**config.mk**
```make
export PLATFORM = sky130hd
export DESIGN_NAME = lowentropy_codebook_encoder
export DESIGN_NICKNAME = d
export VERILOG_FILES = /design/src/rtl/lowentropy_codebook_encoder.sv
export SDC_FILE = /design/constraint.sdc
export NUM_CORES = 1
export LEC_CHECK = 0
export ABC_CLOCK_PERIOD_IN_PS = 10000
export CAP_MARGIN = 5
export CORE_UTILIZATION = 55
export DETAILED_ROUTE_END_ITERATION = 7
export PLACE_DENSITY = 0.82
export SLEW_MARGIN = 20
export SYNTH_ARGS = -nofsm -noshare
export SYNTH_HDL_FRONTEND = slang
export SYNTH_SLANG_ARGS = --single-unit
```
**constraint.sdc**
```tcl
create_clock -name clk_i -period 10 [get_ports clk_i]
set_input_delay 2 -clock clk_i [delete_from_list [all_inputs] [get_ports clk_i]]
set_output_delay 2 -clock clk_i [all_outputs]
set_load 0.005 [all_outputs]
```
**src/rtl/lowentropy_codebook_encoder.sv**
```systemverilog
`default_nettype none
// ---------------------------------------------------------------------------------
// lowentropy_codebook_encoder : per-code prefix accumulator and flush walker that
// queries an external combinational codebook. Optional macro: LE_BITCOUNT_EN.
// Revision 1.0
// ---------------------------------------------------------------------------------
module lowentropy_codebook_encoder #(
  parameter int NUM_CODES           = 16,
  parameter int MAX_SYMS            = 6,
  parameter int CODEBOOK_LENGTH_MAX = 64,
  parameter int ENCODE_DATALENGTH   = 21
) (
  input  logic                           clk_i,
  input  logic                           rst_n_i,
  input  logic                           sym_valid_i,
  output logic                           sym_ready_o,
  input  logic [$clog2(NUM_CODES)-1:0]   sym_code_i,
  input  logic [3:0]                     sym_data_i,
  input  logic                           flush_i,
  output logic                           flush_done_o,
  output logic [$clog2(NUM_CODES)-1:0]   lkp_code_o,
  output logic [5:0]                     lkp_cnt_o,
  output logic [CODEBOOK_LENGTH_MAX-1:0] lkp_data_o,
  input  logic                           lkp_match_i,
  input  logic [5:0]                     lkp_length_i,
  input  logic [ENCODE_DATALENGTH-1:0]   lkp_cw_i,
  output logic                           cw_valid_o,
  input  logic                           cw_ready_i,
  output logic [$clog2(NUM_CODES)-1:0]   cw_code_o,
  output logic [5:0]                     cw_len_o,
  output logic [ENCODE_DATALENGTH-1:0]   cw_data_o,
  output logic                           cw_flush_o,
  output logic                           ovf_err_o
`ifdef LE_BITCOUNT_EN
  ,
  input  logic                           bit_count_clr_i,
  output logic [31:0]                    bit_count_o
`endif
);

  localparam int CW = $clog2(NUM_CODES);
  localparam int PW = 4 * MAX_SYMS;
  localparam int NW = $clog2(MAX_SYMS + 1);
  localparam logic [CW-1:0] LAST_IDX = CW'(NUM_CODES - 1);

  typedef enum logic [1:0] {S_IDLE, S_APPEND, S_EMIT, S_SCAN} state_t;

  state_t                       state_q, state_d;
  logic [PW-1:0]                prefix_q [NUM_CODES];
  logic [PW-1:0]                prefix_d [NUM_CODES];
  logic [NW-1:0]                cnt_q    [NUM_CODES];
  logic [NW-1:0]                cnt_d    [NUM_CODES];
  logic [CW-1:0]                code_q, code_d, idx_q, idx_d, cw_code_q, cw_code_d;
  logic [3:0]                   sym_q, sym_d;
  logic                         pend_q, pend_d, live_q, live_d, done_q, done_d;
  logic                         err_q, err_d, cw_flush_q, cw_flush_d;
  logic [5:0]                   cw_len_q, cw_len_d;
  logic [ENCODE_DATALENGTH-1:0] cw_data_q, cw_data_d;

  logic [CW-1:0] sel;
  logic [3:0]    nib;
  logic [PW+3:0] key;
  logic [5:0]    key_cnt;
  logic          lkp_en, sym_hs, cw_hs, walk_next;

  // APPEND looks up the latched symbol; SCAN terminates the walked prefix with 'hF
  always_comb begin
    sel     = (state_q == S_APPEND) ? code_q : idx_q;
    nib     = (state_q == S_APPEND) ? sym_q : 4'hF;
    key     = {prefix_q[sel], nib};
    key_cnt = 6'(cnt_q[sel]) + 6'd1;
    lkp_en  = (state_q == S_APPEND) || ((state_q == S_SCAN) && (cnt_q[idx_q] != '0));
  end

  assign lkp_code_o   = lkp_en ? sel : '0;
  assign lkp_cnt_o    = lkp_en ? key_cnt : '0;
  assign lkp_data_o   = lkp_en ? CODEBOOK_LENGTH_MAX'(key) : '0;
  assign sym_ready_o  = live_q && (state_q == S_IDLE) && !pend_q;
  assign sym_hs       = sym_valid_i && sym_ready_o;
  assign cw_valid_o   = (state_q == S_EMIT);
  assign cw_hs        = cw_valid_o && cw_ready_i;
  assign cw_code_o    = cw_code_q;
  assign cw_len_o     = cw_len_q;
  assign cw_data_o    = cw_data_q;
  assign cw_flush_o   = cw_flush_q;
  assign flush_done_o = done_q;
  assign ovf_err_o    = err_q;

  always_comb begin
    state_d    = state_q;
    prefix_d   = prefix_q;
    cnt_d      = cnt_q;
    code_d     = code_q;
    sym_d      = sym_q;
    idx_d      = idx_q;
    pend_d     = pend_q | flush_i;
    live_d     = 1'b1;
    done_d     = 1'b0;
    err_d      = err_q;
    cw_code_d  = cw_code_q;
    cw_len_d   = cw_len_q;
    cw_data_d  = cw_data_q;
    cw_flush_d = cw_flush_q;
    walk_next  = 1'b0;
    case (state_q)
      S_IDLE: begin
        if (sym_hs) begin
          if (sym_data_i == 4'hF) begin
            err_d = 1'b1;
          end else begin
            code_d  = sym_code_i;
            sym_d   = sym_data_i;
            state_d = S_APPEND;
          end
        end else if (pend_q) begin
          idx_d   = '0;
          state_d = S_SCAN;
        end
      end
      S_APPEND: begin
        state_d = S_IDLE;
        if (lkp_match_i) begin
          cw_code_d        = code_q;
          cw_len_d         = lkp_length_i;
          cw_data_d        = lkp_cw_i;
          cw_flush_d       = 1'b0;
          prefix_d[code_q] = '0;
          cnt_d[code_q]    = '0;
          state_d          = S_EMIT;
        end else if (key_cnt < 6'(MAX_SYMS)) begin
          prefix_d[code_q] = key[PW-1:0];
          cnt_d[code_q]    = NW'(key_cnt);
        end else begin
          err_d            = 1'b1;
          prefix_d[code_q] = '0;
          cnt_d[code_q]    = '0;
        end
      end
      S_EMIT: begin
        if (cw_ready_i) begin
          if (cw_flush_q) walk_next = 1'b1;
          else            state_d   = S_IDLE;
        end
      end
      S_SCAN: begin
        if (cnt_q[idx_q] == '0) begin
          walk_next = 1'b1;
        end else begin
          prefix_d[idx_q] = '0;
          cnt_d[idx_q]    = '0;
          if (lkp_match_i) begin
            cw_code_d  = idx_q;
            cw_len_d   = lkp_length_i;
            cw_data_d  = lkp_cw_i;
            cw_flush_d = 1'b1;
            state_d    = S_EMIT;
          end else begin
            err_d     = 1'b1;
            walk_next = 1'b1;
          end
        end
      end
      default: state_d = S_IDLE;
    endcase
    // Flush requests arriving at the end of a walk are absorbed by this clear
    if (walk_next) begin
      if (idx_q == LAST_IDX) begin
        done_d  = 1'b1;
        pend_d  = 1'b0;
        state_d = S_IDLE;
      end else begin
        idx_d   = idx_q + CW'(1);
        state_d = S_SCAN;
      end
    end
  end

  always_ff @(posedge clk_i or negedge rst_n_i) begin
    if (!rst_n_i) begin
      state_q <= S_IDLE;
      for (int i = 0; i < NUM_CODES; i++) begin
        prefix_q[i] <= '0;
        cnt_q[i]    <= '0;
      end
      code_q     <= '0;
      sym_q      <= '0;
      idx_q      <= '0;
      pend_q     <= 1'b0;
      live_q     <= 1'b0;
      done_q     <= 1'b0;
      err_q      <= 1'b0;
      cw_code_q  <= '0;
      cw_len_q   <= '0;
      cw_data_q  <= '0;
      cw_flush_q <= 1'b0;
    end else begin
      state_q    <= state_d;
      prefix_q   <= prefix_d;
      cnt_q      <= cnt_d;
      code_q     <= code_d;
      sym_q      <= sym_d;
      idx_q      <= idx_d;
      pend_q     <= pend_d;
      live_q     <= live_d;
      done_q     <= done_d;
      err_q      <= err_d;
      cw_code_q  <= cw_code_d;
      cw_len_q   <= cw_len_d;
      cw_data_q  <= cw_data_d;
      cw_flush_q <= cw_flush_d;
    end
  end

`ifdef LE_BITCOUNT_EN
  logic [31:0] bit_count_q, bit_count_d;

  always_comb begin
    bit_count_d = bit_count_q;
    if (bit_count_clr_i)  bit_count_d = cw_hs ? 32'(cw_len_q) : '0;
    else if (cw_hs)       bit_count_d = bit_count_q + 32'(cw_len_q);
  end

  always_ff @(posedge clk_i or negedge rst_n_i) begin
    if (!rst_n_i) bit_count_q <= '0;
    else          bit_count_q <= bit_count_d;
  end

  assign bit_count_o = bit_count_q;
`else
  // Emitted-bit accounting is compiled out.
`endif

endmodule
`default_nettype wire

```
==> results of run 1 <==
## cell type report
cell class | instances | area share [%]
clock buffer | 73 | 5.23
clock inverter | 18 | 0.762
inverter | 28 | 0.376
multi-input combinational | 2015 | 42.3
sequential | 482 | 43.2
tap | 592 | 2.65
timing repair buffer | 159 | 5.44
## state kept, by name (all words and copies together), names as in the netlist
register / cells
ovf_err_o: 1
live_q: 1
state_q: 2
code_q: 4
cw_flush_o: 1
idx_q: 4
sym_q: 4
cw_len_o: 6
pend_q: 1
prefix_q: 384
flush_done_o: 1
cw_data_o: 21
cnt_q: 48
cw_code_o: 4
## layer usage
metal / global-route usage [%] / part of all wire (%)
met4: 23.1 / 6.7
met1: 47.1 / 36
met5: 0 / 0
met2: 54.7 / 45
met3: 8.89 / 13
## power groups by stage
stage	registers [mW]	clock network (mW)	logic, mW
after floorplan	2.81	0	3.03
after CTS	2.91	1.92	4.33
after global routing	2.99	2.00	4.72
final	2.94	1.92	4.48
after detailed placement	2.94	0	4.30
after global placement	2.90	0	4.20
## worst max-delay path: stages, from the launching register on
cell and delay (ps):
dfrtp_1 840, nand2b_4 650, mux2i_4 770, buf_4 760, mux2i_1 290, o22ai_1 110, nor4_1 730, inv_1 110
ha_1 370, inv_1 110, nor2_1 250, clkdlybuf4s50_1 570
## synth_stat cells, drive strengths merged (10+ instances only)
cell type	n
clkbuf	149
a311oi	44
mux4	59
and3	11
a21oi	341
buf	120
nand2	797
nand3	61
mux2	37
inv	27
o21ai	27
a211oi	34
o22ai	16
nor2b	10
o211ai	27
nor2	180
nor4	31
nor3	87
a31o	17
a31oi	11
a22o	100
dfrtp	482
mux2i	25
## stage by stage
step                std cells  worst slack, ps  utilization, %  power [mW]
finish                   3367             1750            62.7        9.33
global route             3367             1440            62.7        9.70
CTS                      3363             1920            62.5        9.16
detailed placement       3272             2590            58.8        7.25
global placement         3272             2780            58.7        7.10
floorplan                2794             4860               -        5.84
## path summary, 6_finish.rpt
kind / endpoint / slack, ps / start
min in group asynchronous: prefix_q[147]$_DFFE_PN0P_ / 1480 / rst_n_i
max in group asynchronous: prefix_q[83]$_DFFE_PN0P_ / 6960 / rst_n_i
min: ovf_err_o$_DFFE_PN0P_ / 480 / ovf_err_o$_DFFE_PN0P_
min reg2reg: ovf_err_o$_DFFE_PN0P_ / 480 / ovf_err_o$_DFFE_PN0P_
max reg2reg: cnt_q[43]$_DFFE_PN0P_ / 2500 / state_q[0]$_DFFE_PN0P_
max: lkp_cnt_o[1] / 1750 / state_q[0]$_DFFE_PN0P_
## cells by family (layout without fill, tap and decap cells)
| family | Yosys count | in the layout | share of synthesized area [%] |
|---|---|---|---|
| AOI/OAI and AO/OA | 643 | 643 | 16.4 |
| xor gates and xnor gates | 2 | 2 | 0.0700 |
| adders and majority gates | 5 | 5 | 0.250 |
| buffers and inverters | 297 | 278 | 5.76 |
| DFF | 482 | 482 | 48.2 |
| muxes | 121 | 121 | 8.00 |
| other | 2 | 39 | 0.0300 |
| and+or+nand+nor | 1205 | 1205 | 21.3 |
==> flow_summary.json, run 1 <==
{
  "core.rowCount": 77,
  "cp-start-kind": "flip-flop",
  "wirelength_um": 84800,
  "antenna_found_initial": 1,
  "cap_violations": 0,
  "pwr-share-comb_pct": 48.0,
  "synth_warnings": 0,
  "ys.flop_type": "dfrtp_1",
  "clkPwrFrac_pct": 20.5,
  "grt_pass1_wl_um": 129000,
  "htreeDepth": 2,
  "cts_buffers": 51,
  "path_class": "reg2out",
  "synth.cell_area_sq_um": 25000,
  "mostFrequentLayoutCells": "nand2_1, dfrtp_1, a21oi_1, nor2_1, clkdlybuf4s50_1",
  "clock_sinks": 482,
  "multi_input_area_sq_um": 11800,
  "gr-total-overflow": 0,
  "start_util_pct": 56.2,
  "boundaryPins": 151,
  "p_int_mw": 5.28,
  "synth_area_per_cell_sq_um": 9.08,
  "drt-initial-drc-count": 3442,
  "fin_crit_ps": 8250,
  "fp.dieW_um": 215,
  "vias": 22585,
  "clk_latency_ps": 620,
  "ctsResizeCount": 0,
  "drive_gt1_share_pct": 11.1,
  "fillers": 3606,
  "worst_ir_drop_vdd_mv": 0.243,
  "p_leak_nw": 11.9,
  "drc_errors": 0,
  "cp-end-kind": "primary output",
  "final_cell_area_sq_um": 27900,
  "clkTransAtPathRegs_ps": 60,
  "min_path_type": "reg2reg",
  "status": "finished, final reports clean",
  "wl_per_cell_um": 25.2,
  "slew_headroom_pct": 16.7,
  "fin_skew_ps": 31.8,
  "max_freq_mhz": 121,
  "p_seq_share_pct": 31.5,
  "die_h_um": 215,
  "fin_crit_sh_pct": 82.5,
  "pwr_density_cell_nw_per_um2": 334,
  "ys_seq_area_share_pct": 48.2,
  "worstRegToRegCells": 14,
  "dpl.hpwl_um": 52600,
  "grt_usage_pct": 36.3,
  "required_ps": 8000,
  "antenna_left": 0,
  "hold-path-cell-count": 1,
  "setup_viol": 0,
  "place_congestion": 0.962,
  "final_nets": 2783,
  "rsz0062_at_grt": "false",
  "postCtsSetupBuffers": 0,
  "synth_cell_types": 60,
  "dieArea_sq_um": 46400,
  "io_buffers": 112,
  "root_buffer": "clkbuf_16",
  "worst_pin_slew_ps": 1240,
  "seq_area_sq_um": 12100,
  "placed_cell_area_sq_um": 26200,
  "synth_seq_cells": 482,
  "area_growth_syn_to_layout_pct": 11.6,
  "antennaDiodeCount": 0,
  "switching_share_pct": 43.4,
  "synthArstFlopShare_pct": 100,
  "synth_top_cell_by_area": "dfrtp_1",
  "synthTopCellsByArea": "dfrtp_1, nand2_1, a21oi_1",
  "holdBufCountCts": 0,
  "tns_ps": 0,
  "fin_hold_ws_ps": 484,
  "dr.pass1.iters": 6,
  "synth-edff-count": 0,
  "hold_viol_final": 0,
  "arrival_ps": 6250,
  "finalMaxSlewViolations": 0,
  "syn_inst": 2757,
  "switchingPower_mw": 4.05,
  "path_max_fanout": 50,
  "via_per_inst": 6.71,
  "layout_commonest_cell": "nand2_1",
  "synth_top_area_share_pct": 48.2,
  "cts_tree": "yes",
  "core_area_sq_um": 44500,
  "clk_path_buf_depth": 3,
  "grt_pass1_vias": 22258,
  "grt_max_degree": 156
}
No activity file was read; power rests on OpenSTA's default activity.
==> inputs of run 2 (changes only) <==
--- a/config.mk
+++ b/config.mk
@@ -5,7 +5,7 @@
 export SDC_FILE = /design/constraint.sdc
 export NUM_CORES = 1
 export LEC_CHECK = 0
-export ABC_CLOCK_PERIOD_IN_PS = 10000
+export ABC_CLOCK_PERIOD_IN_PS = 8050
 export CAP_MARGIN = 5
 export CORE_UTILIZATION = 55
 export DETAILED_ROUTE_END_ITERATION = 7
==> constraint.sdc (replaced) <==
create_clock -name clk_i -period 8.05 [get_ports clk_i]
set_input_delay 1.61 -clock clk_i [delete_from_list [all_inputs] [get_ports clk_i]]
set_output_delay 1.61 -clock clk_i [all_outputs]
set_load 0.005 [all_outputs]
==> flow_summary.json, run 2 (synthesized netlist as in run 1, its figures left out) <==
{
  "fin_crit_sh_pct": 89.7,
  "r2r_start": "state_q[0]$_DFFE_PN0P_",
  "dr.pass1.iters": 7,
  "core.rowCount": 77,
  "slew_headroom_pct": 15.9,
  "final_nets": 2800,
  "tns_ps": 0,
  "wirelength_um": 86500,
  "clkTransAtPathRegs_ps": 60,
  "grt_max_degree": 187,
  "core_area_sq_um": 44500,
  "reg2reg_to": "prefix_q[96]$_DFFE_PN0P_",
  "status": "finished, final reports clean",
  "grt_pass1_wl_um": 132000,
  "dp_slack_ps": 1630,
  "cp-end-kind": "primary output",
  "io_buffers": 112,
  "largest_reg_flops": 384,
  "fillers": 3533,
  "cts_buffers": 50,
  "drive_gt1_share_pct": 11.7,
  "dieArea_sq_um": 46400,
  "area_growth_syn_to_layout_pct": 12.7,
  "drc_errors": 0,
  "r2r_slack_ps": 1850,
  "htreeDepth": 2,
  "fin_crit_ps": 7220,
  "arrival_ps": 5610,
  "root_buffer": "clkbuf_16",
  "fp.dieW_um": 215,
  "start_util_pct": 56.2,
  "boundaryPins": 151,
  "hold_viol_final": 0,
  "worst_ir_drop_vdd_mv": 0.260,
  "antenna_left": 0,
  "clk_latency_ps": 650,
  "crit_chain": "nand2b_4 -> mux2i_4 -> buf_12 -> nand2_1 -> a32o_1 -> o41a_1 -> or3_1 -> nor2_1 -> clkdlybuf4s50_1",
  "ctsResizeCount": 0,
  "path_class": "reg2out",
  "cpPeakStageDelay_ps": 810,
  "largest_register": "prefix_q",
  "worst_pin_slew_ps": 1260,
  "layout_commonest_cell": "nand2_1",
  "mostFrequentLayoutCells": "nand2_1, dfrtp_1, a21oi_1, nor2_1, clkdlybuf4s50_1",
  "drt-initial-drc-count": 3664,
  "critical_path.endpoint": "lkp_cnt_o[3]",
  "holdBufCountCts": 0,
  "cap_violations": 0,
  "rsz0062_at_grt": "false",
  "fin_ws_ps": 831,
  "grt_pass1_vias": 22427,
  "place_congestion": 1.01,
  "worstRegToRegCells": 16,
  "fin_skew_ps": 58.1,
  "min_path_type": "reg2reg",
  "via_per_inst": 6.70,
  "crit_path_start": "state_q[0]$_DFFE_PN0P_",
  "path_max_fanout": 83,
  "final_util_pct": 63.4,
  "clk_path_buf_depth": 3,
  "gr-total-overflow": 0,
  "antenna_found_initial": 1,
  "slowest_stage": "dfrtp_1",
  "clock_sinks": 482,
  "cp-start-kind": "flip-flop",
  "setup_viol": 0,
  "postCtsSetupBuffers": 0,
  "max_freq_mhz": 139,
  "required_ps": 6440,
  "pwr_density_cell_nw_per_um2": 419,
  "grt_usage_pct": 37.4,
  "finalMaxSlewViolations": 0,
  "cts_tree": "yes",
  "dpl.hpwl_um": 54100,
  "seq_area_sq_um": 12100,
  "p_leak_nw": 12.1,
  "vias": 22708,
  "wl_per_cell_um": 25.5,
  "multi_input_area_sq_um": 11800,
  "die_h_um": 215
}
==> run 2: cell count changes in the layout (fill, tap and decap cells not counted), sizes merged <==
cell      previous run  this run
inv                 31        29
clkinv              11        12
buf                 49        65
clkinvlp             1         2
clkbuf              73        75
diode                0         1
bufinv               3         6
==> run 2: critical path, delay by kind of cell (launching register included) <==
family	cells	cell delay (ps)
AND/OR/NAND/NOR	4	1500
buffers and inverters	2	1090
multiplexers	1	770
flip-flops	1	810
AO/OA/AOI/OAI	2	760
==> run 2: how the worst min path moves through the flow <==
stage                                    from                        end  cells after the start
floorplan           prefix_q[192]$_DFFE_PN0P_  prefix_q[192]$_DFFE_PN0P_                      2
global placement     cw_code_o[1]$_DFFE_PN0P_   cw_code_o[1]$_DFFE_PN0P_                      2
detailed placement      ovf_err_o$_DFFE_PN0P_      ovf_err_o$_DFFE_PN0P_                      1
CTS                      sym_q[0]$_DFFE_PN0P_       sym_q[0]$_DFFE_PN0P_                      1
global route            ovf_err_o$_DFFE_PN0P_      ovf_err_o$_DFFE_PN0P_                      1
finish               cw_code_o[1]$_DFFE_PN0P_   cw_code_o[1]$_DFFE_PN0P_                      2
==> run 2: power by group <==
| part | switching (mW) | internal, mW |
|---|---|---|
| Clock | 1.04 | 1.49 |
| Combinational | 3.52 | 2.08 |
| Sequential | 0.526 | 3.16 |
| Total | 5.08 | 6.73 |
==> run 2: routing by layer <==
layer	routed length (um)	share of wire, %	global-route usage, %
met3	12300	14	11.6
met4	5930	6.9	23.9
met1	31100	36	48.6
met2	37100	43	54.3
met5	0	0	0
==> run 2: stage by stage <==
stage | hold WS (ps) | cell area [sq um] | power [mW] | std cells
after global placement | 467 | 26300 | 8.83 | 3288
after CTS | 491 | 28100 | 11.6 | 3383
after detailed placement | 472 | 26300 | 9.03 | 3289
final | 486 | 28200 | 11.8 | 3389
after floorplan | 450 | 25200 | 7.26 | 2794
after global routing | 505 | 28200 | 12.3 | 3388
==> run 2: area by class of cell <==
type	instances	share of cell area [%]
timing repair buffer	177	5.98
clock buffer	73	5.27
clock inverter	21	1.18
inverter	28	0.373
tap	592	2.63
sequential	482	42.8
multi-input combinational	2015	41.8
antenna	1	0.00887
